===== config.mk =====
export PLATFORM = sky130hd
export DESIGN_NAME = countdown_sched
export DESIGN_NICKNAME = d
export VERILOG_FILES = /design/src/rtl/countdown_sched_pkg.sv /design/src/rtl/load_down_counter.sv /design/src/rtl/countdown_sched.sv
export SDC_FILE = /design/constraint.sdc
export NUM_CORES = 1
export LEC_CHECK = 0
export CELL_PAD_IN_SITES_DETAIL_PLACEMENT = 1
export CELL_PAD_IN_SITES_GLOBAL_PLACEMENT = 2
export CORE_UTILIZATION = 33
export DETAILED_ROUTE_END_ITERATION = 12
export DONT_BUFFER_PORTS = 1
export PLACE_DENSITY_LB_ADDON = 0.1
export SYNTH_ARGS = -nofsm -noshare
export SYNTH_HDL_FRONTEND = slang
export SYNTH_SLANG_ARGS = --single-unit

===== constraint.sdc =====
create_clock -name clk -period 2.2 [get_ports clk]
set_input_delay 0.44 -clock clk [delete_from_list [all_inputs] [get_ports clk]]
set_output_delay 0.44 -clock clk [all_outputs]
set_load 0.1 [all_outputs]

===== src/rtl/countdown_sched_pkg.sv =====
// Shared types and constants for the countdown scheduler.
package countdown_sched_pkg;

    // Number of requesters sharing the counter
    localparam int REQ_N = 2;

    // Controller states
    typedef enum logic [1:0] {
        ST_IDLE  = 2'd0,
        ST_COUNT = 2'd1,
        ST_DONE  = 2'd2
    } state_t;

endpackage


===== src/rtl/load_down_counter.sv =====
// Loadable down counter.
// Priority is clr, then load, then dec. It saturates at zero.
module load_down_counter #(
    parameter int WIDTH = 4
) (
    input  logic             clk,
    input  logic             rst,
    input  logic             load,
    input  logic [WIDTH-1:0] load_val,
    input  logic             dec,
    input  logic             clr,
    output logic [WIDTH-1:0] count,
    output logic             zero
);

    logic [WIDTH-1:0] count_q;
    logic [WIDTH-1:0] count_d;

    // Next-value selection; decrement is blocked at zero so the count never wraps
    always_comb begin
        count_d = count_q;
        if (clr) begin
            count_d = '0;
        end else if (load) begin
            count_d = load_val;
        end else if (dec && (count_q != '0)) begin
            count_d = count_q - WIDTH'(1);
        end
    end

    // Counter register with synchronous active-low reset
    always_ff @(posedge clk) begin
        if (!rst) begin
            count_q <= '0;
        end else begin
            count_q <= count_d;
        end
    end

    assign count = count_q;
    assign zero  = (count_q == '0);

endmodule


===== src/rtl/countdown_sched.sv =====
// Shares one down counter between two requesters.
// It arbitrates, loads the counter and decrements it on tick.
// On reaching zero it pulses done to the owner for one cycle.
// Build option: define COUNTDOWN_SCHED_RR_EN for round-robin tie breaking.
// Without it, requester 0 has fixed priority.
module countdown_sched
    import countdown_sched_pkg::*;
#(
    parameter int WIDTH = 4
) (
    input  logic             clk,
    input  logic             rst,
    input  logic             tick,
    input  logic [REQ_N-1:0] req,
    input  logic [WIDTH-1:0] load_val0,
    input  logic [WIDTH-1:0] load_val1,
    input  logic             abort,
    output logic [REQ_N-1:0] gnt,
    output logic             busy,
    output logic [WIDTH-1:0] count,
    output logic [REQ_N-1:0] done
);

    state_t           state_q;
    state_t           state_d;
    logic [REQ_N-1:0] gnt_q;
    logic [REQ_N-1:0] gnt_d;
    logic [REQ_N-1:0] done_q;
    logic [REQ_N-1:0] done_d;
    logic             busy_q;
    logic             busy_d;
    logic             owner_q;
    logic             owner_d;

    logic             ctr_load;
    logic             ctr_dec;
    logic             ctr_clr;
    logic             ctr_zero;
    logic [WIDTH-1:0] ctr_count;
    logic             count_is_one;

    logic             win_idx;
    logic [REQ_N-1:0] win_vec;
    logic [REQ_N-1:0] owner_vec;
    logic [WIDTH-1:0] load_vals [REQ_N];
    logic [WIDTH-1:0] win_load;

    assign load_vals[0] = load_val0;
    assign load_vals[1] = load_val1;
    assign win_load     = load_vals[win_idx];

    // One-hot expansions of the winner and the current owner
    generate
        for (genvar gi = 0; gi < REQ_N; gi++) begin : g_onehot
            assign win_vec[gi]   = (win_idx == 1'(gi));
            assign owner_vec[gi] = (owner_q == 1'(gi));
        end
    endgenerate

`ifdef COUNTDOWN_SCHED_RR_EN
    // Index of the requester granted most recently.
    // It resets to 1 so requester 0 wins the first tie.
    logic last_q;
    logic last_d;

    // Round-robin winner: a tie goes to the requester not granted last
    always_comb begin
        if (&req) begin
            win_idx = ~last_q;
        end else begin
            win_idx = ~req[0];
        end
    end

    // Pointer register, updated on every grant including aborted ones
    always_ff @(posedge clk) begin
        if (!rst) begin
            last_q <= 1'b1;
        end else begin
            last_q <= last_d;
        end
    end
`else
    // Fixed-priority winner: requester 0 wins whenever it asks
    always_comb begin
        win_idx = ~req[0];
    end
`endif

    // Count of 1 about to be decremented ends the interval
    assign count_is_one = !ctr_zero && (ctr_count[WIDTH-1:1] == '0);

    // Next-state, output and counter-control logic
    always_comb begin
        state_d  = state_q;
        gnt_d    = gnt_q;
        busy_d   = busy_q;
        done_d   = '0;
        owner_d  = owner_q;
        ctr_load = 1'b0;
        ctr_dec  = 1'b0;
        ctr_clr  = 1'b0;
`ifdef COUNTDOWN_SCHED_RR_EN
        last_d   = last_q;
`endif
        case (state_q)
            ST_IDLE: begin
                if (|req) begin
                    owner_d  = win_idx;
                    gnt_d    = win_vec;
                    busy_d   = 1'b1;
                    ctr_load = 1'b1;
`ifdef COUNTDOWN_SCHED_RR_EN
                    last_d   = win_idx;
`endif
                    if (win_load == '0) begin
                        // Zero-length interval completes immediately
                        state_d = ST_DONE;
                        done_d  = win_vec;
                    end else begin
                        state_d = ST_COUNT;
                    end
                end
            end
            ST_COUNT: begin
                if (abort) begin
                    ctr_clr = 1'b1;
                    gnt_d   = '0;
                    busy_d  = 1'b0;
                    state_d = ST_IDLE;
                end else if (tick) begin
                    ctr_dec = 1'b1;
                    if (count_is_one) begin
                        state_d = ST_DONE;
                        done_d  = owner_vec;
                    end
                end
            end
            ST_DONE: begin
                gnt_d   = '0;
                busy_d  = 1'b0;
                state_d = ST_IDLE;
            end
            default: begin
                ctr_clr = 1'b1;
                gnt_d   = '0;
                busy_d  = 1'b0;
                state_d = ST_IDLE;
            end
        endcase
    end

    // FSM state and registered outputs
    always_ff @(posedge clk) begin
        if (!rst) begin
            state_q <= ST_IDLE;
            gnt_q   <= '0;
            done_q  <= '0;
            busy_q  <= 1'b0;
            owner_q <= 1'b0;
        end else begin
            state_q <= state_d;
            gnt_q   <= gnt_d;
            done_q  <= done_d;
            busy_q  <= busy_d;
            owner_q <= owner_d;
        end
    end

    load_down_counter #(
        .WIDTH (WIDTH)
    ) u_counter (
        .clk      (clk),
        .rst      (rst),
        .load     (ctr_load),
        .load_val (win_load),
        .dec      (ctr_dec),
        .clr      (ctr_clr),
        .count    (ctr_count),
        .zero     (ctr_zero)
    );

    assign gnt   = gnt_q;
    assign busy  = busy_q;
    assign count = ctr_count;
    assign done  = done_q;

endmodule


==> results.tsv, run 1 <==
metric	value	unit
setup slack after placement	0.4812	ns
Max-Cap Viols	0	
critical path required time	2.36	ns
crit path max-delay cell type	a21oi_1	
final setup margin	0.5505	ns
Pwr Total	676.5	uW
DP Wirelength	1.387	mm
Final nets	109	
layout cells sized above 1	0.2174	
crit path max fanout	7	
Inst Count DP	115	
ANT cells	0	
maximum clock frequency	606.3	MHz
fraction of the mapped netlist area in compound gates	0.2228	
power density cells	831.8	nW/um^2
nature of the critical path startpoint	flip-flop	
largest cells by area after synthesis	dfxtp_1 (35%), nor2_1 (6.1%), mux2_4 (4.4%), a21oi_1 (3.7%), ha_1 (3.7%)	
post-synthesis simple-gate area fraction	0.2578	
Placeable Area	1942	sq um
later-pin clock latency in the skew report	0.28	ns
die width	47.38	um
WL final	1.800	mm
TritonCTS clock tree	built	
DR DRC count	0	
Tot GR Track Use	0.1867	
post-layout min period	1.649	ns
slowest stage delay, CP	0.43	ns
largest family of logic cells by synthesized area	simple AND/OR/NAND/NOR gates	
Buf/Inv on CP	0	
clock-pin transition on the worst setup and hold timing paths	0.08	ns
Warnings, synthesis	0	
Mapped Area	679.4	sq um
Port Buf Inserts	0	
global route overflow	0	
syn_nets	95	
leakage power	0.3182	nW
Initial Utilization	0.3499	
DRT iter0 DRCs	8	
Setup violations, final	0	
Synth Area per Inst	8.600	sq um
cells along the critical path	nand4bb_1 > a21oi_1 > nor3_1 > a2111oi_0	
vias per cell	5.403	
CTS Buf Count	3	
post-route cell area	813.3	sq um
clock sinks	12	
post-synthesis xor/xnor area fraction	0.01289	
crit path DAT	1.81	ns
Longest Clk Path Bufs	2	
WS Path Type	flip-flop to flip-flop	
Critical Path End Type	flip-flop	
Placer Congestion	0.7319	
CTS Root Cell	clkbuf_4	
vias	643	
post-synth cell types	34	
RSZ-0062 raised after global routing	false	
Die Span Y	47.38	um
max-slew violations	0	
Largest delay share family, worst path	compound AO/OA/AOI/OAI gates	
Synth Flop Type	dfxtp_1	
pin count of the biggest net entering global routing	12	
Seq cells post-synth	12	
first-pass GRT wire length	2.787	mm
post-route insts no fill	119	
worst clock skew	0.003314	ns
full die area	2244	sq um
outcome	finished, final reports clean	
Final Util	0.4188	
max_slew headroom	0.6616	
PostCTS Resize Cnt	0	
CTS H-Tree Depth	1	
site row count	16	
vias in the first global route	595	
maximum vdd drop	0.0004241	V
P&R area growth vs syn	19.71	%
initial antenna violation count	0	
Post-synth EDFFs	0	
setup TNS	0	ns
register area share after synthesis	0.3536	
Post-synth ARST share	0	
Mapped Cells	79	
ANT nets after route	0	
placed inst area	777.0	sq um
Synth Area in Adders	0.03683	
postcts setup bufs	0	
drt wl/cell	15.13	um
Final Hold Viols	0	
post-synthesis mux area share	0.07735	
post-cts hold buffer count	0	
post-synth top area share	0.3536	
I/O pin count	23	
Yosys top cell by area	dfxtp_1	
fin crit share	0.7498	
1st-pass router iterations	3	
HP Class	input port to flip-flop	
worst slew pin tran	0.5042	ns
worst hold slack	0.2711	ns
cell usage after synthesis, drive strengths merged, types with 2 or more instances:
library cell   n
nor2          11
mux2           4
dfxtp         12
a21boi         3
nand3          2
nor3           2
nand2          6
ha             2
inv            4
o21ai          5
a21oi          5
a31oi          2
nor3b          3
a32oi          2
area by class of cell:
class,count,area (sq um)
timing repair buffer,10,75.07
clock buffer,4,36.28
inverter,4,15.01
tap,27,33.78
multi-input combinational,62,412.9
sequential,12,240.2
fill,252,1129
power by group:
| part | total (mW) | switching, mW | internal (mW) |
|---|---|---|---|
| clock network | 0.180 | 0.0798 | 0.101 |
| registers | 0.251 | 0.0149 | 0.236 |
| logic | 0.245 | 0.177 | 0.0676 |
| total | 0.676 | 0.272 | 0.405 |
placed cells by master (no fill, tap or decap), types with 3 or more instances in the layout:
cell type and count:
clkbuf_4 3, dfxtp_1 12, buf_4 10, inv_1 4
o21ai_0 4, nor2_1 11, nand2_1 6, a21boi_1 3
a21oi_1 5
kinds of logic (layout without fill, tap and decap cells):
kind of cell | Yosys count | in the layout
xor gates and xnor gates | 1 | 1
muxes | 4 | 4
AOI/OAI and AO/OA | 23 | 23
buffers and inverters | 5 | 18
adders and majority gates | 2 | 2
DFF | 12 | 12
and+or+nand+nor | 32 | 32
path summary, 6_finish.rpt:
check                               start  slack (ns)  cells past startpoint                               to
setup / recovery  state_q[1]$_SDFFE_PN0P_        0.55                      4  u_counter.count[0]$_SDFFE_PP0P_
hold / removal                        rst        0.27                      2             owner_q$_SDFFE_PN0P_
setup reg to reg  state_q[1]$_SDFFE_PN0P_        0.55                      4  u_counter.count[0]$_SDFFE_PP0P_
hold reg to reg         busy$_SDFFE_PN0P_        0.49                      2                busy$_SDFFE_PN0P_
sequential cells by signal (all words and copies together), names as in the netlist:
name / cells
done: 2
state_q: 2
gnt: 2
u_counter.count: 4
busy: 1
owner_q: 1
per-layer routing:
| metal | track usage | up-vias | share of wire |
|---|---|---|---|
| met3 | 0.03077 | 4 | 0.050 |
| met5 | 0 | - | 0 |
| met1 | 0.2851 | 301 | 0.52 |
| li1 | - | 319 | - |
| met2 | 0.2411 | 19 | 0.41 |
| met4 | 0.1029 | 0 | 0.017 |
(Power assumes the default switching activity.)
==> inputs of run 2 (changes only) <==
==> constraint.sdc (replaced) <==
create_clock -name clk -period 1.7 [get_ports clk]
set_input_delay 0.34 -clock clk [delete_from_list [all_inputs] [get_ports clk]]
set_output_delay 0.34 -clock clk [all_outputs]
set_load 0.1 [all_outputs]
==> run 2 against run 1 <==
  * Sequential share of layout area decreased by 0.34 points
  * Clock-buffer cell count unchanged
  * Critical path depth did not move
  * Critical path type unchanged
  * Sequential cell count unchanged
  * Via count up 0.16%
  * Critical endpoint unchanged
  * Worst setup slack got worse by 0.30 ns
  * Register-to-register slack worse by 0.30 ns
  * Sequential power up 30%
  * Clock skew increased by 0.0039 ns
  * Largest cell class unchanged
  * Non-clock buffer count increased by 4
==> results.tsv, run 2 (synthesis results as in run 1) <==
metric	value	unit	change
outcome	finished, final reports clean		unchanged
Met3 Wirelength	90	um	unchanged
maximum vdd drop	0.0004933	V	was 0.0004241 V
fin crit share	0.8529		was 0.7498
leakage power	0.3389	nW	was 0.3182 nW
crit path DAT	1.60	ns	was 1.81 ns
Final Hold Viols	0		unchanged
top sig layer	met4		unchanged
RSZ-0062 raised after global routing	false		unchanged
later-pin clock latency in the skew report	0.28	ns	about the same
I/O pin count	23		unchanged
Die Span Y	47.38	um	unchanged
CTS Buf Count	3		unchanged
Max-Cap Viols	0		unchanged
HP Class	input port to flip-flop		unchanged
CTS H-Tree Depth	1		unchanged
post-layout min period	1.450	ns	was 1.649 ns
ANT nets after route	0		unchanged
WS Path Type	flip-flop to flip-flop		unchanged
Placeable Area	1942	sq um	unchanged
1st-pass router iterations	4		was 3
commonest non-fill, non-tap cells in the layout	buf_4 (14), nor2_1 (11), dfxtp_1 (8), nand2_1 (6)		was dfxtp_1 (12), nor2_1 (11), buf_4 (10), nand2_1 (6), a21oi_1 (5)
wire length on met2	713	um	was 735 um
post-route insts no fill	123		was 119
setup slack after placement	0.09150	ns	was 0.4812 ns
Inst Count DP	119		was 115
worst clock skew	0.007243	ns	was 0.003314 ns
vias in the first global route	623		was 595
critical path required time	1.85	ns	was 2.36 ns
maximum clock frequency	689.7	MHz	was 606.3 MHz
Pwr Total	889.6	uW	was 676.5 uW
clock sinks	12		unchanged
pin count of the biggest net entering global routing	12		unchanged
vias per cell	5.236		was 5.403
setup TNS	0	ns	unchanged
P&R area growth vs syn	26.15	%	was 19.71%
worst slew pin tran	0.4984	ns	was 0.5042 ns
clock-pin transition on the worst setup and hold timing paths	0.08	ns	about the same
site row count	16		unchanged
postcts setup bufs	0		unchanged
Final nets	113		was 109
Largest register FFs	4		unchanged
max_slew headroom	0.6655		was 0.6616
initial antenna violation count	0		unchanged
crit path max fanout	7		unchanged
reg-to-reg setup timing slack	0.25	ns	was 0.55 ns
global route overflow	0		unchanged
Critical Path End Type	flip-flop		unchanged
DRT iter0 DRCs	7		was 8
drt wl/cell	14.37	um	was 15.13 um
power density cells	1038	nW/um^2	was 831.8 nW/um^2
TritonCTS clock tree	built		unchanged
met1 WL	917	um	was 942 um
Tot GR Track Use	0.1925		was 0.1867
Longest Clk Path Bufs	2		unchanged
layout cells sized above 1	0.3021		was 0.2174
WL final	1.768	mm	was 1.800 mm
first-pass GRT wire length	2.904	mm	was 2.787 mm
max-slew violations	0		unchanged
nature of the critical path startpoint	flip-flop		unchanged
DR DRC count	0		unchanged
CTS Root Cell	clkbuf_4		unchanged
Setup violations, final	0		unchanged
worst hold slack	0.1664	ns	was 0.2711 ns
DP Wirelength	1.398	mm	was 1.387 mm
Placer Congestion	0.7615		was 0.7319
Filler cells	239		was 252
Initial Utilization	0.3499		unchanged
die width	47.38	um	unchanged
vias	644		was 643
full die area	2244	sq um	unchanged
ANT cells	0		unchanged
most common cell after layout, fill and taps aside	buf_4		was dfxtp_1
final setup margin	0.2500	ns	was 0.5505 ns
Port Buf Inserts	0		unchanged
[run 2: cell types whose count changed in the layout (fill, tap and decap cells not counted)]
| cell | before | now |
|---|---|---|
| a21oi_1 | 5 | 4 |
| a21oi_2 | 0 | 1 |
| buf_4 | 10 | 14 |
| dfxtp_4 | 0 | 2 |
| dfxtp_2 | 0 | 2 |
| dfxtp_1 | 12 | 8 |
[run 2: worst paths after layout]
path,from,to,cells past startpoint
max,state_q[1]$_SDFFE_PN0P_,u_counter.count[0]$_SDFFE_PP0P_,4
min reg2reg,owner_q$_SDFFE_PN0P_,owner_q$_SDFFE_PN0P_,2
min,rst,owner_q$_SDFFE_PN0P_,2
max reg2reg,state_q[1]$_SDFFE_PN0P_,u_counter.count[0]$_SDFFE_PP0P_,4
[run 2: timing repair]
action,in CTS,in global routing
endpoints found under the setup margin,0,1
hold buffers,0,0
resized for setup,0,1
[run 2: final cells by class]
type	count	area (sq um)	area share
sequential	12	250.2	0.2920
timing repair buffer	14	105.1	0.1226
inverter	4	15.01	0.01752
clock buffer	4	36.28	0.04234
tap	27	33.78	0.03942
multi-input combinational	62	416.7	0.4861
[run 2: critical path, cell delays in order (launching register included)]
cell and delay (ns):
dfxtp_1 0.38, nand4bb_1 0.26, a21oi_2 0.27, nor3_1 0.08, a2111oi_0 0.33
[run 2: per-stage QoR]
stage,area (sq um),utilization
floorplan,689.4,-
global placement,817.0,0.4207
detailed placement,817.0,0.4207
CTS,853.3,0.4394
global route,857.1,0.4414
finish,857.1,0.4414
[run 2: per-layer routing]
metal  vias up  global-route usage
met3         4             0.03846
met1       293              0.2725
met2        21              0.2712
met5         -                   0
li1        326                   -
met4         0              0.1029
[run 2: report_power, final]
part           switching (mW)  leakage [nW]  internal (mW)
sequential             0.0191         0.101          0.308
combinational           0.231         0.217         0.0983
clock                   0.103        0.0210          0.130
==> inputs of run 3 (changes only) <==
--- a/config.mk
+++ b/config.mk
@@ -10,6 +10,7 @@
 export CORE_UTILIZATION = 33
 export DETAILED_ROUTE_END_ITERATION = 12
 export DONT_BUFFER_PORTS = 1
+export GPL_ROUTABILITY_DRIVEN = 0
 export PLACE_DENSITY_LB_ADDON = 0.1
 export SYNTH_ARGS = -nofsm -noshare
 export SYNTH_HDL_FRONTEND = slang
==> results of run 3 <==
The final DEF is identical to that of run 2; final timing and power are the same.
